File: src/rtl/tappy_rx.sv
// tappy_rx: oversampled serial clock/data receiver with configurable width/parity, frame timeout and classified errors.
// Optional build macro TAPPY_RX_GLITCH_FILTER_EN adds a 3-sample agreement filter on the synchronised line clock.
module tappy_rx #(
  parameter int WIDTH   = 8,
  parameter int PARITY  = 1,
  parameter int TIMEOUT = 32
) (
  input  logic             sysclk,
  input  logic             reset,
  input  logic             clk,
  input  logic             dat,
  output logic [WIDTH-1:0] word,
  output logic             done,
  output logic             err,
  output logic [1:0]       err_kind,
  output logic             busy
);

  localparam int                CNT_W    = $clog2(WIDTH + 1);
  localparam logic [CNT_W-1:0]  LAST_BIT = CNT_W'(WIDTH - 1);
  localparam logic [7:0]        TMO      = 8'(TIMEOUT);

  localparam logic [1:0] IDLE = 2'd0;
  localparam logic [1:0] DATA = 2'd1;
  localparam logic [1:0] PAR  = 2'd2;
  localparam logic [1:0] STOP = 2'd3;

  localparam logic [1:0] ERR_PARITY  = 2'd0;
  localparam logic [1:0] ERR_STOP    = 2'd1;
  localparam logic [1:0] ERR_TIMEOUT = 2'd2;

  function automatic logic [7:0] sat_inc(input logic [7:0] v);
    return (v == 8'hFF) ? v : v + 8'd1;
  endfunction

  function automatic logic parity_ok(input logic [WIDTH-1:0] d, input logic p);
    if (PARITY == 1)      return (^d) ^ p;
    else if (PARITY == 2) return ~((^d) ^ p);
    else                  return 1'b1;
  endfunction

  logic             clk_p0, clk_p1, dat_p0, dat_p1;
  logic             clk_line, dat_line, clk_prev, vld_p2, tmo_hit;
  logic [1:0]       state;
  logic [CNT_W-1:0] bit_cnt;
  logic [WIDTH-1:0] shift;
  logic             par_bit;
  logic [7:0]       tmo_cnt;

  // Stage p0/p1: two-flop synchronisers, preset to the idle-high line level
  always_ff @(posedge sysclk or negedge reset) begin
    if (!reset) begin
      clk_p0 <= 1'b1;
      clk_p1 <= 1'b1;
      dat_p0 <= 1'b1;
      dat_p1 <= 1'b1;
    end else begin
      clk_p0 <= clk;
      clk_p1 <= clk_p0;
      dat_p0 <= dat;
      dat_p1 <= dat_p0;
    end
  end

`ifdef TAPPY_RX_GLITCH_FILTER_EN
  logic clk_p2, clk_p3, dat_p2, dat_p3;

  // Stage p2/p3: clock history for the agreement filter; data delayed to stay aligned
  always_ff @(posedge sysclk or negedge reset) begin
    if (!reset) begin
      clk_p2 <= 1'b1;
      clk_p3 <= 1'b1;
      dat_p2 <= 1'b1;
      dat_p3 <= 1'b1;
    end else begin
      clk_p2 <= clk_p1;
      clk_p3 <= clk_p2;
      dat_p2 <= dat_p1;
      dat_p3 <= dat_p2;
    end
  end

  // clk_prev holds the last filtered level, so disagreement keeps it unchanged
  assign clk_line = (clk_p1 == clk_p2 && clk_p2 == clk_p3) ? clk_p1 : clk_prev;
  assign dat_line = dat_p3;
`else
  assign clk_line = clk_p1;
  assign dat_line = dat_p1;
`endif

  // Edge stage: falling edge marks dat_line as a valid bit sample
  always_ff @(posedge sysclk or negedge reset) begin
    if (!reset) clk_prev <= 1'b1;
    else        clk_prev <= clk_line;
  end

  assign vld_p2  = clk_prev & ~clk_line;
  assign tmo_hit = (state != IDLE) && (tmo_cnt >= TMO);
  assign busy    = (state != IDLE);

  always_ff @(posedge sysclk or negedge reset) begin
    if (!reset)                       tmo_cnt <= 8'd0;
    else if (vld_p2 || state == IDLE) tmo_cnt <= 8'd0;
    else                              tmo_cnt <= sat_inc(tmo_cnt);
  end

  // Deframing stage: FSM and registered output strobes
  always_ff @(posedge sysclk or negedge reset) begin
    if (!reset) begin
      state    <= IDLE;
      bit_cnt  <= '0;
      shift    <= '0;
      par_bit  <= 1'b0;
      word     <= '0;
      done     <= 1'b0;
      err      <= 1'b0;
      err_kind <= ERR_PARITY;
    end else begin
      done <= 1'b0;
      err  <= 1'b0;
      if (tmo_hit) begin
        // a falling edge coinciding with the timeout is deliberately dropped
        err      <= 1'b1;
        err_kind <= ERR_TIMEOUT;
        state    <= IDLE;
      end else if (vld_p2) begin
        case (state)
          IDLE: begin
            if (!dat_line) begin
              state   <= DATA;
              bit_cnt <= '0;
            end
          end
          DATA: begin
            shift   <= (shift >> 1) | (WIDTH'(dat_line) << (WIDTH - 1));
            bit_cnt <= bit_cnt + CNT_W'(1);
            if (bit_cnt == LAST_BIT) state <= (PARITY != 0) ? PAR : STOP;
          end
          PAR: begin
            par_bit <= dat_line;
            state   <= STOP;
          end
          default: begin
            state <= IDLE;
            if (!parity_ok(shift, par_bit)) begin
              err      <= 1'b1;
              err_kind <= ERR_PARITY;
            end else if (!dat_line) begin
              err      <= 1'b1;
              err_kind <= ERR_STOP;
            end else begin
              word <= shift;
              done <= 1'b1;
            end
          end
        endcase
      end
    end
  end

endmodule

File: config.mk
export PLATFORM = sky130hd
export DESIGN_NAME = tappy_rx
export DESIGN_NICKNAME = d
export VERILOG_FILES = /design/src/rtl/tappy_rx.sv
export SDC_FILE = /design/constraint.sdc
export NUM_CORES = 1
export LEC_CHECK = 0
export CORE_UTILIZATION = 45
export CTS_BUF_LIST = sky130_fd_sc_hd__clkbuf_4
export DETAILED_ROUTE_END_ITERATION = 10
export GPL_TIMING_DRIVEN = 0
export SETUP_SLACK_MARGIN = 0.4
export SLEW_MARGIN = 20
export SYNTH_ARGS = -nofsm -noshare
export SYNTH_HDL_FRONTEND = slang
export SYNTH_SLANG_ARGS = --single-unit
File: constraint.sdc
create_clock -name sysclk -period 3.4 [get_ports sysclk]
set_clock_uncertainty 0.05 [all_clocks]
set_input_delay 1.02 -clock sysclk [delete_from_list [all_inputs] [get_ports sysclk]]
set_output_delay 1.02 -clock sysclk [all_outputs]
set_load 0.01 [all_outputs]
==> out/results.ini, run 1 <==
[place]
dp_slack_ns=0.576
portBuffers=16
hpwl_mm=2.73
gp_routability_congestion=0.814

[critical_path]
crit_required_ns=2.33
critical_path_class=flop to output port
crit_path_start=state[1]
path_max_fanout=10
cp_data_arrival_time_ns=1.81
worstRegToRegCells=6
cp-end-kind=output port
r2r_start=state[0]
start_kind=flop

[power]
switching_share=0.360
combPwrFrac=0.454
p_int_mw=1.22
p_clk_frac=0.169
power_switching_uw=686
seq_power_share=0.378
powerDensity_nw_per_um2=820
p_leak_nw=1.04
max-vdd-ir-drop_uv=414

[timing]
rsz0062_at_grt=no
maxSlewViolCount=0
setup_slack_ns=0.524
fmax_mhz=348
tightestPinTransition_ns=0.533
relSlewSlack=0.645
post-route-min-period_ns=2.88
fin_crit_sh=0.846
hold_viol_final=0
tns_ns=0
setup-violations-final=0

[clock_network]
clock-root-buffer=clkbuf_4
path_clk_slew_ns=0.12
cts_buffer_depth=2
cts-buffers-inserted=5
h-tree-depth=2
cts_tree=built
cts_sinks=40
clk_latency_ns=0.35

[yosys]
synthFlopType=dfrtp_1
syn-cell-area_um2=1980
yosysSeqAreaShare=0.509
syn_avg_cell_area_um2=11.7
ys_ff_latch=40
synth_nets=180
async_flop_share=1.00
synth_warnings=0
synth_edf_count=0
synth_cells=169
ys_types=40

[global_routing]
grt_overflow=0
groute.usage.overall=0.192
grt_max_degree=28
grt_pass1_wl_mm=6.44
grt_pass1_vias=1363
antenna_found_initial=0

[final_layout]
utilization=0.564
final_layout_size_suffix_gt1_frac=0.199
nets=206
syn_to_final_growth_pct=17.4
antenna_cells=0

[floorplanning]
die_x_um=68.3
rows=23
initial_core_util=0.481
io_pins=17
core_area_um2=4120
die_h_um=68.3
die_area_um2=4660

[worst_hold_path]
whs_path_depth=0
min_from=clk_p0
hp-class=flop to flop

[run]
drv_cap=0

[routing]
wl_per_cell_um=15.6
post_drt_via_cell_ratio=5.57
drc=0
routed_wl_mm=3.83
drt_iter0_drc=117
postRouteAntennaNets=0
vias=1370
first_pass_iters=4

[status]
status=complete, no violations

-- layout by cell type, fill, tap and decap left out, types with 5 or more instances in the layout --
cell type	netlist	layout
clkdlybuf4s50_1	0	15
dfstp_2	5	5
o21ai_0	10	10
mux2_2	16	16
ha_1	7	6
inv_1	9	8
clkbuf_4	0	5
xor2_1	5	5
a21oi_1	8	8
nor2_1	9	9
dfrtp_1	35	35
nand2_1	10	10
o211ai_1	5	5
-- cells in the mapped netlist, drive strengths merged (3+ instances only) --
| cell | count | share of area |
|---|---|---|
| ha | 7 | 0.044 |
| o21ai | 10 | 0.025 |
| mux2 | 16 | 0.091 |
| nor2 | 9 | 0.017 |
| nand2b | 3 | 0.0095 |
| nand3 | 3 | 0.0076 |
| dfstp | 5 | 0.066 |
| dfrtp | 35 | 0.44 |
| o211ai | 5 | 0.019 |
| xnor2 | 4 | 0.018 |
| xor2 | 5 | 0.022 |
| nand2 | 10 | 0.019 |
| a21oi | 8 | 0.020 |
| mux2i | 4 | 0.027 |
| clkbuf | 4 | 0.0076 |
| a211oi | 3 | 0.011 |
| inv | 9 | 0.017 |
-- what timing repair did --
item                                    CTS  global route
resized for setup                         3             2
setup buffers                             2             0
hold buffers                              0             0
pin swaps                                 0             0
endpoints found under the setup margin    1             1
-- worst max-delay path, stage by stage (launching register included) --
cell and delay (ns):
dfrtp_1 0.37, inv_1 0.08, ha_2 0.20, buf_4 0.18
inv_2 0.10, clkdlybuf4s50_1 0.54
-- through the flow --
step,hold slack [ns],instance area [um2],total power [mW],std cells
4_1_cts,0.316,2320,1.92,246
5_1_grt,0.320,2320,2.04,246
2_1_floorplan,0.295,1980,1.32,169
3_5_place_dp,0.297,2220,1.55,236
3_3_place_gp,0.296,2200,1.52,235
6_report,0.314,2320,1.90,246
-- state kept, by name (all words and copies together) (netlist names), 2 cells and up --
register and flops:
shift 8, state 2, tmo_cnt 8, word 8, err_kind 2, bit_cnt 4
-- layer usage --
metal  up-vias  track usage  wire, um
li1        663            -         -
met1       679        0.238      1810
met2        26        0.317      1870
met3         2       0.0500       122
met4         0       0.0703        33
met5         -            0         0
-- path summary, 6_finish.rpt --
check	slack, ns	end
hold reg to reg	0.31	clk_line
max in group asynchronous	2.35	shift[1]
setup / recovery	0.52	busy
setup reg to reg	1.24	shift[1]
hold / removal	0.31	clk_line
min in group asynchronous	0.51	bit_cnt[2]
-- cells by family (layout without fill, tap and decap cells) --
kind of cell	after synthesis	in the layout	share of synthesized area
buf+inv	13	40	0.0247
simple gates	38	38	0.0999
mux	20	20	0.118
flops	40	40	0.509
fa+ha+maj	7	7	0.0443
xor+xnor	12	12	0.0753
compound gates	39	39	0.129
-- power groups by stage --
stage                     registers (mW)  clock network (mW)  logic (mW)
final                              0.719               0.321       0.864
after global routing               0.741               0.359       0.940
after CTS                          0.720               0.337       0.859
after detailed placement           0.736                   0       0.819
after global placement             0.728                   0       0.795
after floorplan                    0.723                   0       0.600
-- area by class of cell --
| class | instances | area (um2) |
|---|---|---|
| fillers | 359 | 1790 |
| flip-flops and latches | 40 | 1010 |
| multi-input cells | 116 | 925 |
| repair buffers | 19 | 190 |
| well taps | 50 | 62.6 |
| clock inverters | 3 | 47.5 |
| clock buffers | 5 | 37.5 |
| inverters | 9 | 33.8 |
| plain buffers | 4 | 18.8 |
(Power assumes the default switching activity.)
==> inputs of run 2 (changes only) <==
clock period = 2.7 ns   (was 3.4 ns; I/O delays follow)
==> out/results.ini, run 2 (synthesized netlist as in run 1, its figures left out) <==
[critical_path]
path_common_cell=inv_2
start_kind=flop  ; unchanged
crit_required_ns=1.84  ; was 2.33 ns
crit_path_start=state[0]  ; was state[1]
worstRegToRegCells=4  ; was 6
path_max_fanout=5  ; was 10
crit_end=busy  ; unchanged
critical_path_class=flop to output port  ; unchanged
slowest_delay_ns=0.39  ; was 0.54 ns
cp_data_arrival_time_ns=1.32  ; was 1.81 ns
crit_chain=inv_2, ha_4, clkbuf_8, inv_2, clkbuf_2  ; was inv_1, ha_2, buf_4, inv_2, clkdlybuf4s50_1
r2r_start=tmo_cnt[6]  ; was state[0]
rrSetupSlack_ns=0.56  ; was 1.24 ns
cp_slowest_cell=dfrtp_1  ; was clkdlybuf4s50_1
cp-end-kind=output port  ; unchanged
r2r-end=word[3]  ; was shift[1]

[floorplanning]
core_area_um2=4120  ; unchanged
die_x_um=68.3  ; unchanged
initial_core_util=0.481  ; unchanged
io_pins=17  ; unchanged
die_h_um=68.3  ; unchanged
rows=23  ; unchanged
die_area_um2=4660  ; unchanged

[final_layout]
antenna_cells=0  ; unchanged
syn_to_final_growth_pct=19.2  ; was 17.4%
final_layout_size_suffix_gt1_frac=0.231  ; was 0.199
seqCellArea_um2=1010  ; unchanged
multi_input_area_um2=935  ; was 925 um2
utilization=0.573  ; was 0.564
nets=209  ; was 206
fill_cells=355  ; was 359
final_common_cell=dfrtp_1  ; unchanged
final_cell_mix=dfrtp_1, mux2_2, clkdlybuf4s50_1, nand2_1, o21ai_0  ; unchanged
largestRegisters=shift: 8 flops, tmo_cnt: 8 flops, word: 8 flops  ; unchanged

[power]
power_switching_uw=884  ; was 686 uW
max-vdd-ir-drop_uv=515  ; was 414 uV
seq_power_share=0.369  ; was 0.378
p_leak_nw=1.06  ; was 1.04 nW
p_int_mw=1.57  ; was 1.22 mW
combPwrFrac=0.465  ; was 0.454
powerDensity_nw_per_um2=1040  ; was 820 nW/um2
switching_share=0.360  ; about the same
total_power_mw=2.46  ; was 1.90 mW
p_clk_frac=0.166  ; was 0.169

[timing]
setup_slack_ns=0.516  ; was 0.524 ns
maxSlewViolCount=0  ; unchanged
tns_ns=0  ; unchanged
rsz0062_at_grt=no  ; unchanged
whs_ns=0.293  ; was 0.314 ns
post-route-min-period_ns=2.18
fmax_mhz=458
fin_crit_sh=0.809
hold_viol_final=0  ; unchanged
tightestPinTransition_ns=0.544  ; was 0.533 ns
relSlewSlack=0.636  ; was 0.645
setup-violations-final=0  ; unchanged

[routing]
drc=0  ; unchanged
wl_met3_um=152  ; was 122 um
postRouteAntennaNets=0  ; unchanged
drt_iter0_drc=75  ; was 117
vias=1398  ; was 1370
wl_per_cell_um=15.8  ; was 15.6 um
dr_wl_met2_mm=1.99  ; was 1.87 mm
wl_met1_mm=1.76  ; was 1.81 mm
routed_wl_mm=3.94  ; was 3.83 mm
first_pass_iters=4  ; unchanged
highest-signal-layer=met4  ; unchanged
post_drt_via_cell_ratio=5.61  ; was 5.57

[place]
hpwl_mm=2.73  ; unchanged
dp_slack_ns=0.0861  ; was 0.576 ns
gp_routability_congestion=0.814  ; unchanged
portBuffers=16  ; unchanged

[clock_network]
ctsHoldBuffers=0  ; unchanged
cts_tree=built  ; unchanged
path_clk_slew_ns=0.13  ; was 0.12 ns
cts_buffer_depth=2  ; unchanged
h-tree-depth=2  ; unchanged
clock-root-buffer=clkbuf_4  ; unchanged
cts-buffers-inserted=5  ; unchanged
clk_latency_ns=0.35  ; about the same
cts_sinks=40  ; unchanged

[global_routing]
grt_overflow=0  ; unchanged
grt_max_degree=28  ; unchanged
grt_pass1_wl_mm=6.66  ; was 6.44 mm
antenna_found_initial=0  ; unchanged
grt_pass1_vias=1400  ; was 1363
groute.usage.overall=0.199  ; was 0.192

[run]
drv_cap=0  ; unchanged

[worst_hold_path]
hp-class=primary input to async pin  ; was flop to flop

[status]
status=complete, no violations  ; unchanged

run 2: cell types whose count changed in the layout (fill, tap and decap cells not counted), sizes merged:
cell	delta
buf	+2
clkbuf	+2
clkdlybuf4s50	-1
run 2: metrics by stage:
stage          area, um2  cells
2_1_floorplan       1980    169
3_3_place_gp        2200    235
3_5_place_dp        2220    236
4_1_cts             2360    249
5_1_grt             2360    249
6_report            2360    249
run 2: routing by layer:
metal,GRT usage,vias up
met5,0,-
met4,0.0703,0
met3,0.0500,2
met2,0.338,35
met1,0.243,692
li1,-,669
run 2: worst min-delay path by stage:
stage | to | slack, ns | depth (start not counted)
detailed placement | clk_line | 0.30 | 0
finish | bit_cnt[2] | 0.29 | 1
CTS | bit_cnt[2] | 0.29 | 1
global placement | clk_line | 0.30 | 0
floorplan | clk_line | 0.30 | 0
global route | bit_cnt[2] | 0.29 | 1
run 2: cell type report:
type,count,share of cell area
Timing Repair Buffer,22,0.0881
Sequential cell,40,0.427
Clock buffer,5,0.0159
Tap cell,50,0.0265
Inverter,9,0.0143
Buffer,4,0.0111
Clock inverter,3,0.0202
Multi-Input combinational cell,116,0.396
run 2: power by group through the flow:
stage | Sequential (mW) | Combinational [mW] | Clock (mW)
finish | 0.908 | 1.14 | 0.407
global route | 0.936 | 1.25 | 0.451
CTS | 0.909 | 1.14 | 0.425
detailed placement | 0.927 | 1.03 | 0
global placement | 0.917 | 1.00 | 0
floorplan | 0.910 | 0.755 | 0
run 2: worst max-delay path: cells and delay by family (launching register included):
kind / cells / cell delay [ns]
flip-flops: 1 / 0.39
buffers and inverters: 4 / 0.42
adder cells (fa/ha/maj): 1 / 0.17
run 2: timing repair:
item                                    in CTS  in global routing
setup buffers                                5                  0
endpoints found under the hold margin        0                  0
gates resized for setup                     10                  3
endpoints found under the setup margin       1                  8
==> inputs of run 3 (changes only) <==
clock period = 2.2 ns   (was 2.7 ns; I/O delays follow)
==> out/results.ini, run 3 (synthesized netlist as in run 1, its figures left out) <==
[final_layout]
nets=220  ; was 209
fin_cells=260  ; was 249
antenna_cells=0  ; unchanged
multi_input_area_um2=973  ; was 935 um2
fill_cells=358  ; was 355
postLayoutCellArea_um2=2490  ; was 2360 um2
final_common_cell=dfrtp_1  ; unchanged
seqCellArea_um2=1010  ; unchanged
final_layout_size_suffix_gt1_frac=0.310  ; was 0.231
final_cell_mix=dfrtp_1, mux2_2, buf_4, nand2_1  ; was dfrtp_1, mux2_2, clkdlybuf4s50_1, nand2_1, o21ai_0
syn_to_final_growth_pct=25.9  ; was 19.2%
largestRegisters=shift: 8 flops, tmo_cnt: 8 flops, word: 8 flops  ; unchanged

[clock_network]
h-tree-depth=2  ; unchanged
cts_buffer_depth=2  ; unchanged
path_clk_slew_ns=0.13  ; about the same
cts-buffers-inserted=5  ; unchanged
clock-root-buffer=clkbuf_4  ; unchanged
cts_sinks=40  ; unchanged
clk_latency_ns=0.35  ; about the same
cts_tree=built  ; unchanged
ctsHoldBuffers=0  ; unchanged

[global_routing]
grt_overflow=0  ; unchanged
antenna_found_initial=0  ; unchanged
grt_pass1_wl_mm=6.42  ; was 6.66 mm
grt_max_degree=26  ; was 28
grt_pass1_vias=1409  ; was 1400
groute.usage.overall=0.189  ; was 0.199

[routing]
postRouteAntennaNets=0  ; unchanged
dr_wl_met2_mm=2.11  ; was 1.99 mm
drt_iter0_drc=93  ; was 75
post_drt_via_cell_ratio=5.62  ; was 5.61
vias=1461  ; was 1398
wl_met1_mm=1.67  ; was 1.76 mm
routed_wl_mm=3.98  ; was 3.94 mm
first_pass_iters=4  ; unchanged
highest-signal-layer=met4  ; unchanged
wl_met3_um=153  ; was 152 um
drc=0  ; unchanged
wl_per_cell_um=15.3  ; was 15.8 um

[power]
p_clk_frac=0.119  ; was 0.166
max-vdd-ir-drop_uv=434  ; was 515 uV
power_switching_mw=1.13  ; was 884 uW
p_int_mw=1.96  ; was 1.57 mW
p_leak_nw=1.18  ; was 1.06 nW
seq_power_share=0.362  ; was 0.369
powerDensity_nw_per_um2=1240  ; was 1040 nW/um2
combPwrFrac=0.519  ; was 0.465
switching_share=0.366  ; was 0.360
total_power_mw=3.10  ; was 2.46 mW

[critical_path]
crit_required_ns=1.49  ; was 1.84 ns
path_max_fanout=5  ; unchanged
cp-end-kind=output port  ; unchanged
rrSetupSlack_ns=0.27  ; was 0.56 ns
start_kind=flop  ; unchanged
critical_path_class=flop to output port  ; unchanged
cp_data_arrival_time_ns=1.22  ; was 1.32 ns

[timing]
fmax_mhz=517
fin_crit_sh=0.878
maxSlewViolCount=0  ; unchanged
rsz0062_at_grt=yes  ; was no
whs_ns=0.169  ; was 0.293 ns
setup_slack_ns=0.267  ; was 0.516 ns
tightestPinTransition_ns=0.419  ; was 0.544 ns
hold_viol_final=0  ; unchanged
relSlewSlack=0.721  ; was 0.636
post-route-min-period_ns=1.93
setup-violations-final=0  ; unchanged

[floorplanning]
io_pins=17  ; unchanged
rows=23  ; unchanged
die_h_um=68.3  ; unchanged
die_x_um=68.3  ; unchanged
core_area_um2=4120  ; unchanged
die_area_um2=4660  ; unchanged
initial_core_util=0.481  ; unchanged

[status]
status=complete, no violations  ; unchanged

[run]
drv_cap=0  ; unchanged

[place]
dp_slack_ns=-0.246  ; was 0.0861 ns
portBuffers=16  ; unchanged
dp_cells=236  ; unchanged
hpwl_mm=2.54  ; was 2.73 mm
dpl_cell_area_um2=2220  ; about the same
gp_routability_congestion=0.791  ; was 0.814

[worst_hold_path]
hp-class=primary input to async pin  ; unchanged

run 3: cell count changes in the layout (fill, tap and decap cells not counted), moves of 2 or more:
cell | before | now
buf_8 | 0 | 2
buf_4 | 5 | 15
o2111ai_1 | 2 | 0
clkdlybuf4s15_1 | 0 | 3
o2111ai_2 | 0 | 2
dlygate4sd2_1 | 0 | 9
clkinv_2 | 0 | 2
clkbuf_2 | 2 | 0
clkbuf_1 | 2 | 0
clkdlybuf4s50_1 | 14 | 2
run 3: worst paths after layout:
check / cells after the start / endpoint / startpoint
setup / recovery: 5 / busy / state[1]
hold / removal: 1 / done / reset
setup reg to reg: 7 / word[6] / state[0]
hold reg to reg: 0 / clk_line / clk_p0
max in group asynchronous: 2 / clk_prev / reset
min in group sysclk: 0 / clk_line / clk_p0
run 3: metal layers:
metal  vias up  GRT usage
met5         -          0
met4         0     0.0729
met3         6     0.0583
met2        35      0.335
met1       732      0.209
li1        688          -
run 3: final cells by class:
type | count | area share
buffer | 4 | 0.0191
timing repair buffer | 33 | 0.123
clock inverter | 3 | 0.00753
inverter | 9 | 0.0156
sequential | 40 | 0.404
tap | 50 | 0.0251
multi-input combinational | 116 | 0.391
clock buffer | 5 | 0.0151
run 3: critical path, stage by stage, from the launching register on:
cell	delay, ns
dfrtp_1	0.41
inv_2	0.09
ha_4	0.14
buf_8	0.10
inv_6	0.04
buf_6	0.11
run 3: what timing repair did:
| action | in CTS | in global routing |
|---|---|---|
| gates cloned | 1 | 0 |
| buffers inserted | 10 | 5 |
| gates resized for setup | 35 | 14 |
| setup endpoints to repair | 34 | 27 |
| pin swaps | 2 | 3 |
run 3: per-stage QoR:
stage	utilization	TNS (ns)
after floorplan	-	0
after global routing	0.605	0
after global placement	0.535	-18.84
after CTS	0.587	0
after detailed placement	0.540	-0.246
final	0.605	0
run 3: power groups by stage:
stage | combinational, mW | clock, mW | sequential [mW]
final | 1.61 | 0.368 | 1.12
after global routing | 1.77 | 0.412 | 1.15
after CTS | 1.50 | 0.387 | 1.11
after detailed placement | 1.25 | 0 | 1.14
after global placement | 1.22 | 0 | 1.13
after floorplan | 0.930 | 0 | 1.12
